[src/rtl/agu_burst.sv]
// Registered address generator: owns the PC, forms a base address from
// arg/PC/carry-in and streams a strided burst of addresses over valid/ready.
module agu_burst #(
  parameter int unsigned ADDR_W = 16,
  parameter int unsigned LEN_W  = 4,
  parameter int unsigned STEP_W = 4
) (
  input  logic              clk,
  input  logic              rst,
  input  logic              pc_load,
  input  logic [ADDR_W-1:0] pc_load_val,
  input  logic              pc_inc,
  output logic [ADDR_W-1:0] pc,
  input  logic              req_valid,
  output logic              req_ready,
  input  logic [ADDR_W-1:0] req_arg,
  input  logic              req_e_arg,
  input  logic              req_e_pc,
  input  logic              req_inc,
  input  logic [LEN_W-1:0]  req_len,
  input  logic [STEP_W-1:0] req_step,
  input  logic              req_dec,
  output logic              adr_valid,
  input  logic              adr_ready,
  output logic [ADDR_W-1:0] adr,
  output logic              adr_last,
  output logic              busy
);

  typedef enum logic {
    IDLE = 1'b0,
    EMIT = 1'b1
  } state_t;

  state_t             state;
  logic [LEN_W-1:0]   count;
  logic [ADDR_W-1:0]  stride;
  logic               dir;
  logic [ADDR_W-1:0]  base_c;
  logic               accept_c;
  logic               beat_done_c;

  // Ready only in IDLE; independent of req_valid so producers can hold requests.
  assign req_ready   = (state == IDLE) && !rst;
  assign accept_c    = req_valid && req_ready;
  assign beat_done_c = adr_valid && adr_ready;
  assign busy        = adr_valid;

  // Base address uses the PC as it stands before any same-cycle PC update.
  always_comb begin
    base_c = '0;
    if (req_e_arg) base_c = base_c + req_arg;
    if (req_e_pc)  base_c = base_c + pc;
    base_c = base_c + ADDR_W'(req_inc);
  end

  // Program counter: load beats increment; independent of burst state.
  always_ff @(posedge clk) begin
    if (rst) begin
      pc <= '0;
    end else if (pc_load) begin
      pc <= pc_load_val;
    end else if (pc_inc) begin
      pc <= pc + ADDR_W'(1);
    end
  end

  // Burst FSM with registered address stream outputs.
  always_ff @(posedge clk) begin
    if (rst) begin
      state     <= IDLE;
      adr_valid <= 1'b0;
      adr       <= '0;
      adr_last  <= 1'b0;
      count     <= '0;
      stride    <= '0;
      dir       <= 1'b0;
    end else begin
      case (state)
        IDLE: begin
          if (accept_c) begin
            adr       <= base_c;
            count     <= req_len;
            adr_last  <= (req_len == '0);
            adr_valid <= 1'b1;
            stride    <= ADDR_W'(req_step);
            dir       <= req_dec;
            state     <= EMIT;
          end
        end
        EMIT: begin
          if (beat_done_c) begin
            if (count != '0) begin
              adr      <= dir ? (adr - stride) : (adr + stride);
              count    <= count - LEN_W'(1);
              adr_last <= (count == LEN_W'(1));
            end else begin
              adr_valid <= 1'b0;
              adr_last  <= 1'b0;
              state     <= IDLE;
            end
          end
        end
        default: begin
          state     <= IDLE;
          adr_valid <= 1'b0;
          adr_last  <= 1'b0;
        end
      endcase
    end
  end

endmodule
[config.mk]
export PLATFORM = sky130hd
export DESIGN_NAME = agu_burst
export DESIGN_NICKNAME = d
export VERILOG_FILES = /design/src/rtl/agu_burst.sv
export SDC_FILE = /design/constraint.sdc
export NUM_CORES = 1
export LEC_CHECK = 0
export CAP_MARGIN = 10
export CORE_MARGIN = 5
export CORE_UTILIZATION = 34
export CTS_BUF_LIST = sky130_fd_sc_hd__clkbuf_8
export CTS_CLUSTER_DIAMETER = 100
export CTS_CLUSTER_SIZE = 16
export DETAILED_ROUTE_END_ITERATION = 8
export PLACE_DENSITY_LB_ADDON = 0.08
export SETUP_SLACK_MARGIN = 0.05
export SLEW_MARGIN = 20
export SYNTH_ARGS = -nofsm -noshare
export SYNTH_HDL_FRONTEND = slang
export SYNTH_SLANG_ARGS = --single-unit
[constraint.sdc]
create_clock -name clk -period 4.5 [get_ports clk]
set_clock_uncertainty 0.2 [all_clocks]
set_input_delay 0.9 -clock clk [delete_from_list [all_inputs] [get_ports clk]]
set_output_delay 0.9 -clock clk [all_outputs]
set_load 0.005 [all_outputs]
; After elaboration in Yosys (flattened, before gate mapping)
; Index checks and enable logic that the tools add are counted.
; W data, S select, Z words.
[word_totals]
elab_cells = 56
output_inout_bits = 36
reg_bits = 44
input_bits = 50
[op_classes]
n_bitwise = 1
add_sub_neg = 6
n_eq_ne = 5
reduce_logical = 11
muxes = 25
[ops]
columns = operator, count
row1 = $mux W16, 8
row2 = $pmux W16 S2, 1
row3 = $add A16 B1 Y16, 1
row4 = $add A16 B1 Y16 const B, 1
row5 = $add A16 B16 Y16, 1
row6 = $add A16 B4 Y16, 1
row7 = $sub A16 B4 Y16, 1
row8 = $mux W4, 3
row9 = $mux W1, 9
row10 = $pmux W4 S2, 1
row11 = $pmux W1 S2, 3
row12 = $reduce_and A3 Y1, 2
row13 = $eq A4 B1 Y1 const B, 1
row14 = $logic_not A4 Y1, 1
row15 = $ne A2 B1 Y1 const B, 2
row16 = $ne A2 B2 Y1 const B, 2
row17 = $reduce_and A2 Y1, 2
row18 = $reduce_bool A4 Y1, 1
row19 = $sub A4 B1 Y4 const B, 1
row20 = $logic_and A1 B1 Y1, 3
row21 = $reduce_bool A2 Y1, 1
row22 = $logic_not A1 Y1, 1
row23 = $not A1 Y1, 1

; Logic depth before layout (Yosys ltp)
; Gate-level depths: netlist (run 1).
[depth]
depth_word = 6
depth_mapped = 18
ltp_nobuf = 16

; Worst setup path before layout (run 1)
; No wires, ideal clock.
[synth_path]
kind = in2reg
startpoint = input req_e_arg
endpoint = register adr[15]
n_path_buf = 3
setup_time_ns = 0.135
arrival_time_ns = 4.455
setup_slack_ns = -0.291
t_required_ns = 4.165
stages = 18
path_cell_list = buf_6 > clkbuf_1 > clkbuf_1 > and2_1 > ha_1 > inv_1 > fa_1 > and2b_1 > o22ai_1 > nor2_1 > xnor3_1 > o211ai_2 > and2_2 > and3_4 > or3b_1 > nor4_2 > xnor2_1 > o22ai_1
[synth_via]
elab_chain_len = 6
[synth_lines]
columns = element, line_no
row1 = start: declaration, 17  ; input logic req_e_arg,
row2 = $mux W16 (*), 52  ; if (req_e_arg) base_c = base_c + req_arg;
row3 = $add A16 B16 Y16, 53  ; if (req_e_pc) base_c = base_c + pc;
row4 = $mux W16 (*), 53
row5 = $add A16 B1 Y16 (*), 54  ; base_c = base_c + ADDR_W'(req_inc);
row6 = $mux W16 (*), 81  ; if (accept_c) begin
row7 = $pmux W16 S2 (*), 79  ; case (state)
row8 = end signal: assignment, 82  ; adr <= base_c;
row9 = end signal: assignment, 94  ; adr <= dir ? (adr - stride) : (adr + stride);
row10 = end: declaration, 25  ; output logic [ADDR_W-1:0] adr,
; Mark *: on every way between the ends. The rest lies on a longest branch, timed or not. The select of a mux whose other input is x is not followed.
; A chain may end at the register's enable or synchronous reset.

; Worst setup path in the final report (run 1)
[layout_path]
startpoint = input req_arg[0]
endpoint = register adr[14]
[layout_via]
elab_chain_len = 6
[layout_lines]
columns = element, line_no
row1 = start: declaration, 16  ; input logic [ADDR_W-1:0] req_arg,
row2 = $mux W16 (*), 52
row3 = $add A16 B16 Y16, 53
row4 = $mux W16 (*), 53
row5 = $add A16 B1 Y16 (*), 54
row6 = $mux W16 (*), 81
row7 = $pmux W16 S2 (*), 79
; Marked as above.

==> out/summary.txt, run 1 <==
Syn nets: 740
Post-route ant nets: 0
First-pass DRT Iterations: 5
Synthesized flop and latch total: 44
Die Ht: 128.9 µm
Synth Area in XOR/XNOR: 10.31%
Initial antenna violation count: 0
CTS H-tree lvls: 2
Synth Area in Compound Gates: 24.66%
DP Worst Slack: -0.2461 ns
Crit-path max FO: 4
Std cell rows: 43
N_diodes: 0
Cell Pwr Density: 294.9 nW/µm²
NumNets Final: 822
Clk sinks: 44
Sw frac: 40.66%
First-pass GRT wire length: 23.29 mm
RSZ-0062 raised after global routing: no
Root Buffer: clkbuf_8
Largest net degree at the start of global routing: 46
Area share of fa/ha/maj cells after synthesis: 8.383%
Cell Area, Synth: 4806 µm²
Slew @ Worst Pin: 0.7496 ns
PnR worst setup slack: 0.2301 ns
Crit. End Element: flop
DRC viols: 0
Top_reg_cell synth: dfxtp_1
Max incr delay on CP: 0.47 ns
Slowest CP cell: or4_1
DIE AREA: 16610 µm²
Clk pwr share: 18.3%
GRT Overall Usage: 17.07%
Initial DRC count: 213
Worst skew pair latency: 0.33 ns
IO buf count: 85
Share of layout cells above drive strength 1: 12.40%
Final Core Density: 43.85%
Top cells by area, synth: dfxtp_1 18%, ha_1 7.6%, nor2_1 6.5%, xnor2_1 6.2%, a21oi_1 5.8%
Finished Cell Area: 6087 µm²
Crit path max-delay family: simple AND/OR/NAND/NOR gates
CTS tree: done
RePlAce Congestion: 0.8552
Max Cap Viol: 0
Synth warnings: 0
Netlist cell types: 84
Number of flops mapped to enable cells by yosys: 0
Hold bufs inserted after CTS: 0
Mapped Cells: 659
Sequential cell area fraction in the yosys report: 18.33%
Seq pwr share: 28.8%
Hold/Removal Path Class: flop to flop
Placed Instances: 912
Cell taking the most area after synthesis: dfxtp_1
Die width: 128.9 µm
Vias in the first global route: 4696
I/O Pins: 86
Starting Density: 34.62%
Largest family of logic cells by synthesized area: simple AND/OR/NAND/NOR gates
Dpl hpwl: 10.87 mm
Startpoint types: input pin
Drt total wl: 14.12 mm
Post-Synth Simple-Gate Area: 27.54%
Clock transition at path regs: 0.10 ns
Post-synthesis mux area share: 2.551%
Max-slew violation count: 0
Number of buffers created by CTS: 5
Area after DPL: 5871 µm²
Clock buffer depth: 2
Logic pwr share: 52.9%
Layout Cells excl Fill: 922
F_max: 234.2 MHz
Slew HR: 49.96%
Leakage: 2.434 nW
CORE AREA: 13880 µm²
Worst vdd ir: 119.5 µV
Vias/cell: 5.202
Layout area overhead: 26.66%
Filler cells: 1475
Multi-input gate area: 3622 µm²
Class of the most critical setup path: input pin to flop
Setup violators final: 0
Final Cycle Share: 94.89%
Post-synth top area share: 18.33%
Critical Path, Cell by Cell: clkdlybuf4s50_1 > and2_4 > ha_1 > inv_1 > fa_1 > and2b_2 > o22ai_4 > o21ai_4 > nand4_1 > o211a_1 > or4_1 > o211ai_1 > buf_4 > and2_1 > and4_1 > nor2_1 > a211oi_2
Status: finished, final reports clean
CP required: 4.55 ns
Via count: 4796
Tmin final: 4.270 ns
Asr flop ratio synth: 0%
Grt ovf: 0
Endpoints failing hold: 0
WL/cell: 15.32 µm
Sequential cell area: 880.8 µm²
Synth Area per Inst: 7.293 µm²
CP Buf/Inv Count: 3
Cell internal pwr: 1.065 mW
NetSw: 0.7299 mW
CP Data Arrival Time: 4.32 ns
-- registers in the layout, indices dropped and copies added, names as in the netlist --
signal,flops
adr,16
pc,16
count,4
stride,4
adr_last,1
adr_valid,1
dir,1
state,1
-- worst min-delay path, delay by kind of cell, from the launching register on --
family,cells,cell delay [ns]
DFF,1,0.35
and+or+nand+nor,1,0.06
AOI/OAI and AO/OA,1,0.05
-- metrics by stage --
step	hold WS (ns)	TNS, ns	power (mW)
3_5_place_dp	0.2868	-1.271	1.463
5_1_grt	0.3272	0	1.948
6_report	0.2963	0	1.795
2_1_floorplan	0.2619	0	1.148
4_1_cts	0.3003	0	1.812
3_3_place_gp	0.2772	-0.8335	1.457
-- layout make-up --
cell class,instances,area share (%)
clock inverters,3,0.7811
clock buffers,5,1.131
flip-flops and latches,44,14.47
repair buffers,124,18.81
well taps,180,3.700
inverters,26,1.603
multi-input cells,540,59.51
-- Yosys cell counts, types with 4 or more instances --
| master | number |
|---|---|
| nor2_1 | 83 |
| nand2_1 | 74 |
| a21oi_1 | 56 |
| dfxtp_1 | 44 |
| xnor2_1 | 34 |
| ha_1 | 29 |
| o21ai_0 | 29 |
| inv_1 | 26 |
| clkbuf_1 | 25 |
| nand3_1 | 20 |
| xor2_1 | 20 |
| nor3_1 | 15 |
| a211oi_1 | 14 |
| a21o_1 | 12 |
| and2_1 | 10 |
| mux2i_1 | 10 |
| buf_2 | 9 |
| nand4_1 | 8 |
| o211ai_1 | 8 |
| and3_1 | 7 |
| clkbuf_8 | 7 |
| nand2b_1 | 7 |
| a31oi_1 | 6 |
| o31ai_1 | 5 |
| a311oi_1 | 4 |
| nand3b_1 | 4 |
| nand4b_1 | 4 |
| nor2b_1 | 4 |
| o21bai_1 | 4 |
| o22ai_1 | 4 |
-- metal layers --
metal / up-vias / wire [µm] / global-route usage [%]
met5: - / 0 / 0
met3: 2 / 629 / 3.570
li1: 2497 / - / -
met4: 0 / 47 / 3.397
met1: 2208 / 6484 / 21.98
met2: 89 / 6960 / 29.57
-- path summary, 6_finish.rpt --
check | startpoint | to | slack (ns) | depth (start not counted)
worst min register to register | stride[1] | stride[1] | 0.30 | 2
worst max-delay path | req_arg[0] | adr[14] | 0.23 | 17
worst min-delay path | stride[1] | stride[1] | 0.30 | 2
worst max register to register | stride[0] | adr[15] | 0.65 | 14
-- cells by family (layout without fill, tap and decap cells) --
kind of cell,Yosys count,after routing
and+or+nand+nor,265,265
AOI/OAI and AO/OA,177,177
buffers and inverters,75,158
xor gates and xnor gates,55,55
DFF,44,44
adders and majority gates,31,31
muxes,12,12
-- placed cells by master, fill, tap and decap left out, types with 9 or more instances in the layout --
master           instances
clkdlybuf4s50_1         83
nor2_1                  82
nand2_1                 73
a21oi_1                 54
dfxtp_1                 44
buf_4                   38
xnor2_1                 33
ha_1                    29
o21ai_0                 28
inv_1                   26
xor2_1                  20
nand3_1                 19
nor3_1                  14
a211oi_1                14
a21o_1                  12
mux2i_1                  9
-- power groups by stage --
stage / clock (mW) / sequential [mW] / combinational (mW)
after floorplan: 0 / 0.492 / 0.656
final: 0.329 / 0.517 / 0.949
after detailed placement: 0 / 0.527 / 0.936
after global routing: 0.358 / 0.529 / 1.06
after global placement: 0 / 0.525 / 0.932
after CTS: 0.347 / 0.518 / 0.947
-- repair_timing --
action,in CTS,in global routing
buffers inserted,0,2
setup endpoints to repair,0,8
endpoints found under the hold margin,0,0
gates resized for setup,0,21
Power figures use the tool's default switching activity.
==> run 2: changes to the inputs <==
--- a/config.mk
+++ b/config.mk
@@ -6,7 +6,7 @@
 export NUM_CORES = 1
 export LEC_CHECK = 0
 export CAP_MARGIN = 10
-export CORE_MARGIN = 5
+export CORE_MARGIN = 10
 export CORE_UTILIZATION = 34
 export CTS_BUF_LIST = sky130_fd_sc_hd__clkbuf_8
 export CTS_CLUSTER_DIAMETER = 100
==> run 2 against run 1 <==
  * Register-to-register slack got worse by 0.22 ns
  * Power increased by 0.92%
  * Utilization is 0.090 points higher
  * Flip-flop and latch count did not move
  * Cell count grew 0.11%
  * Non-clock buffer count is 1 higher
  * Setup slack improved by 0.024 ns
  * Critical path depth fell by 1
  * Die area rose by 16%
  * Sequential power hardly changed
  * Clock-buffer cell count unchanged
  * Critical path type unchanged
  * Highest routed layer unchanged
==> out/summary.txt, run 2 (synthesis gave the netlist of run 1 again) <==
Status: finished, final reports clean
Most common cell after layout, fill and taps aside: clkdlybuf4s50_1
Clk pwr share: 18.4%
Drt total wl: 14.64 mm
Die Ht: 138.9 µm
I/O Pins: 86
Initial DRC count: 292
Largest net degree at the start of global routing: 40
F_max: 235.5 MHz
Slew HR: 27.51%
Via count: 4872
Crit-path max FO: 7
GRT Overall Usage: 14.70%
Root Buffer: clkbuf_8
CTS tree: done
Seq pwr share: 28.6%
Crit. End Element: flop
Max Cap Viol: 0
CTS H-tree lvls: 2
Share of layout cells above drive strength 1: 12.52%
Vias/cell: 5.278
CORE AREA: 13880 µm²
First-pass DRT Iterations: 4
Std cell rows: 43
Clock buffer depth: 2
NetSw: 0.7428 mW
Sw frac: 41.00%
N_diodes: 0
Vias in the first global route: 4858
Dpl hpwl: 11.59 mm
RePlAce Congestion: 0.8445
Final Core Density: 43.94%
CP Data Arrival Time: 4.30 ns
Initial antenna violation count: 0
DIE AREA: 19290 µm²
Hold bufs inserted after CTS: 0
Worst vdd ir: 147.7 µV
Layout area overhead: 26.92%
Commonest cells after routing, fill and taps aside: 85 x clkdlybuf4s50_1, 82 x nor2_1, 73 x nand2_1
Layout Cells excl Fill: 923
RSZ-0062 raised after global routing: no
DRC viols: 0
Hold/Removal Path Class: flop to flop
Filler cells: 1463
Clock transition at path regs: 0.11 ns
Setup violators final: 0
Slew @ Worst Pin: 1.084 ns
Tmin final: 4.246 ns
Multi-input gate area: 3625 µm²
WL/cell: 15.86 µm
Number of buffers created by CTS: 5
Placed Instances: 913
Endpoints failing hold: 0
Cell internal pwr: 1.069 mW
Setup_tns: 0 ns
Sequential cell area: 880.8 µm²
Class of the most critical setup path: input pin to flop
Logic pwr share: 53.0%
IO buf count: 85
Startpoint types: input pin
Cell Pwr Density: 297.0 nW/µm²
Biggest regs: adr x16, pc x16
First-pass GRT wire length: 24.28 mm
NumNets Final: 823
Worst skew pair latency: 0.33 ns
Die width: 138.9 µm
Starting Density: 34.62%
Clk sinks: 44
Leakage: 2.414 nW
Post-route ant nets: 0
Max-slew violation count: 0
CP required: 4.55 ns
Final Cycle Share: 94.36%
Grt ovf: 0
==> run 2: stage by stage <==
step | hold WS, ns | setup slack, ns | power, mW | area (µm²)
3_3_place_gp | 0.2825 | -0.1772 | 1.461 | 5878
4_1_cts | 0.3030 | 0.08609 | 1.819 | 5995
6_report | 0.3011 | 0.2540 | 1.812 | 6100
5_1_grt | 0.3368 | 0.06249 | 1.963 | 6100
2_1_floorplan | 0.2619 | 0.05065 | 1.148 | 4825
3_5_place_dp | 0.2871 | -0.2642 | 1.473 | 5878
==> run 2: cell type report <==
type / count / share of cell area (%)
clock buffers: 5 / 1.128
multi-input cells: 540 / 59.43
clock inverters: 3 / 0.7795
inverters: 26 / 1.600
flip-flops and latches: 44 / 14.44
well taps: 180 / 3.692
repair buffers: 125 / 18.93
==> run 2: power groups by stage <==
stage / Sequential [mW] / Combinational [mW] / Clock [mW]
4_1_cts: 0.518 / 0.955 / 0.345
5_1_grt: 0.528 / 1.07 / 0.361
3_3_place_gp: 0.525 / 0.936 / 0
6_report: 0.518 / 0.960 / 0.334
3_5_place_dp: 0.527 / 0.946 / 0
2_1_floorplan: 0.492 / 0.656 / 0
==> run 2: worst paths after layout <==
path                                start        end  slack, ns  cells after the start
worst max-delay path            req_e_arg    adr[12]       0.25                     16
worst min-delay path            stride[1]  stride[1]       0.30                      2
worst max register to register  stride[0]    adr[15]       0.43                     14
worst min register to register  stride[1]  stride[1]       0.30                      2
==> run 2: timing repair <==
item	in CTS	in global routing
endpoints found under the setup margin	0	7
setup buffers	0	2
resized for setup	0	20
==> run 2: routing by layer <==
layer	share of wire [%]	GRT usage [%]	vias up
met5	0	0	-
met4	1.4	3.569	0
met3	5.4	3.630	11
met2	47	24.83	99
met1	46	18.22	2260
li1	-	-	2502
==> run 2: critical path, cell delays in order <==
cell and delay [ns]:
clkdlybuf4s50_1 0.42, buf_4 0.17, and2_1 0.17, ha_4 0.29
nand3_1 0.10, o2bb2ai_2 0.16, a221oi_4 0.31, buf_6 0.16
a21oi_2 0.07, or4_1 0.49, nand4_2 0.13, nand3_2 0.10
nor4b_4 0.36, xor2_1 0.24, a21oi_2 0.08, nor3_2 0.14
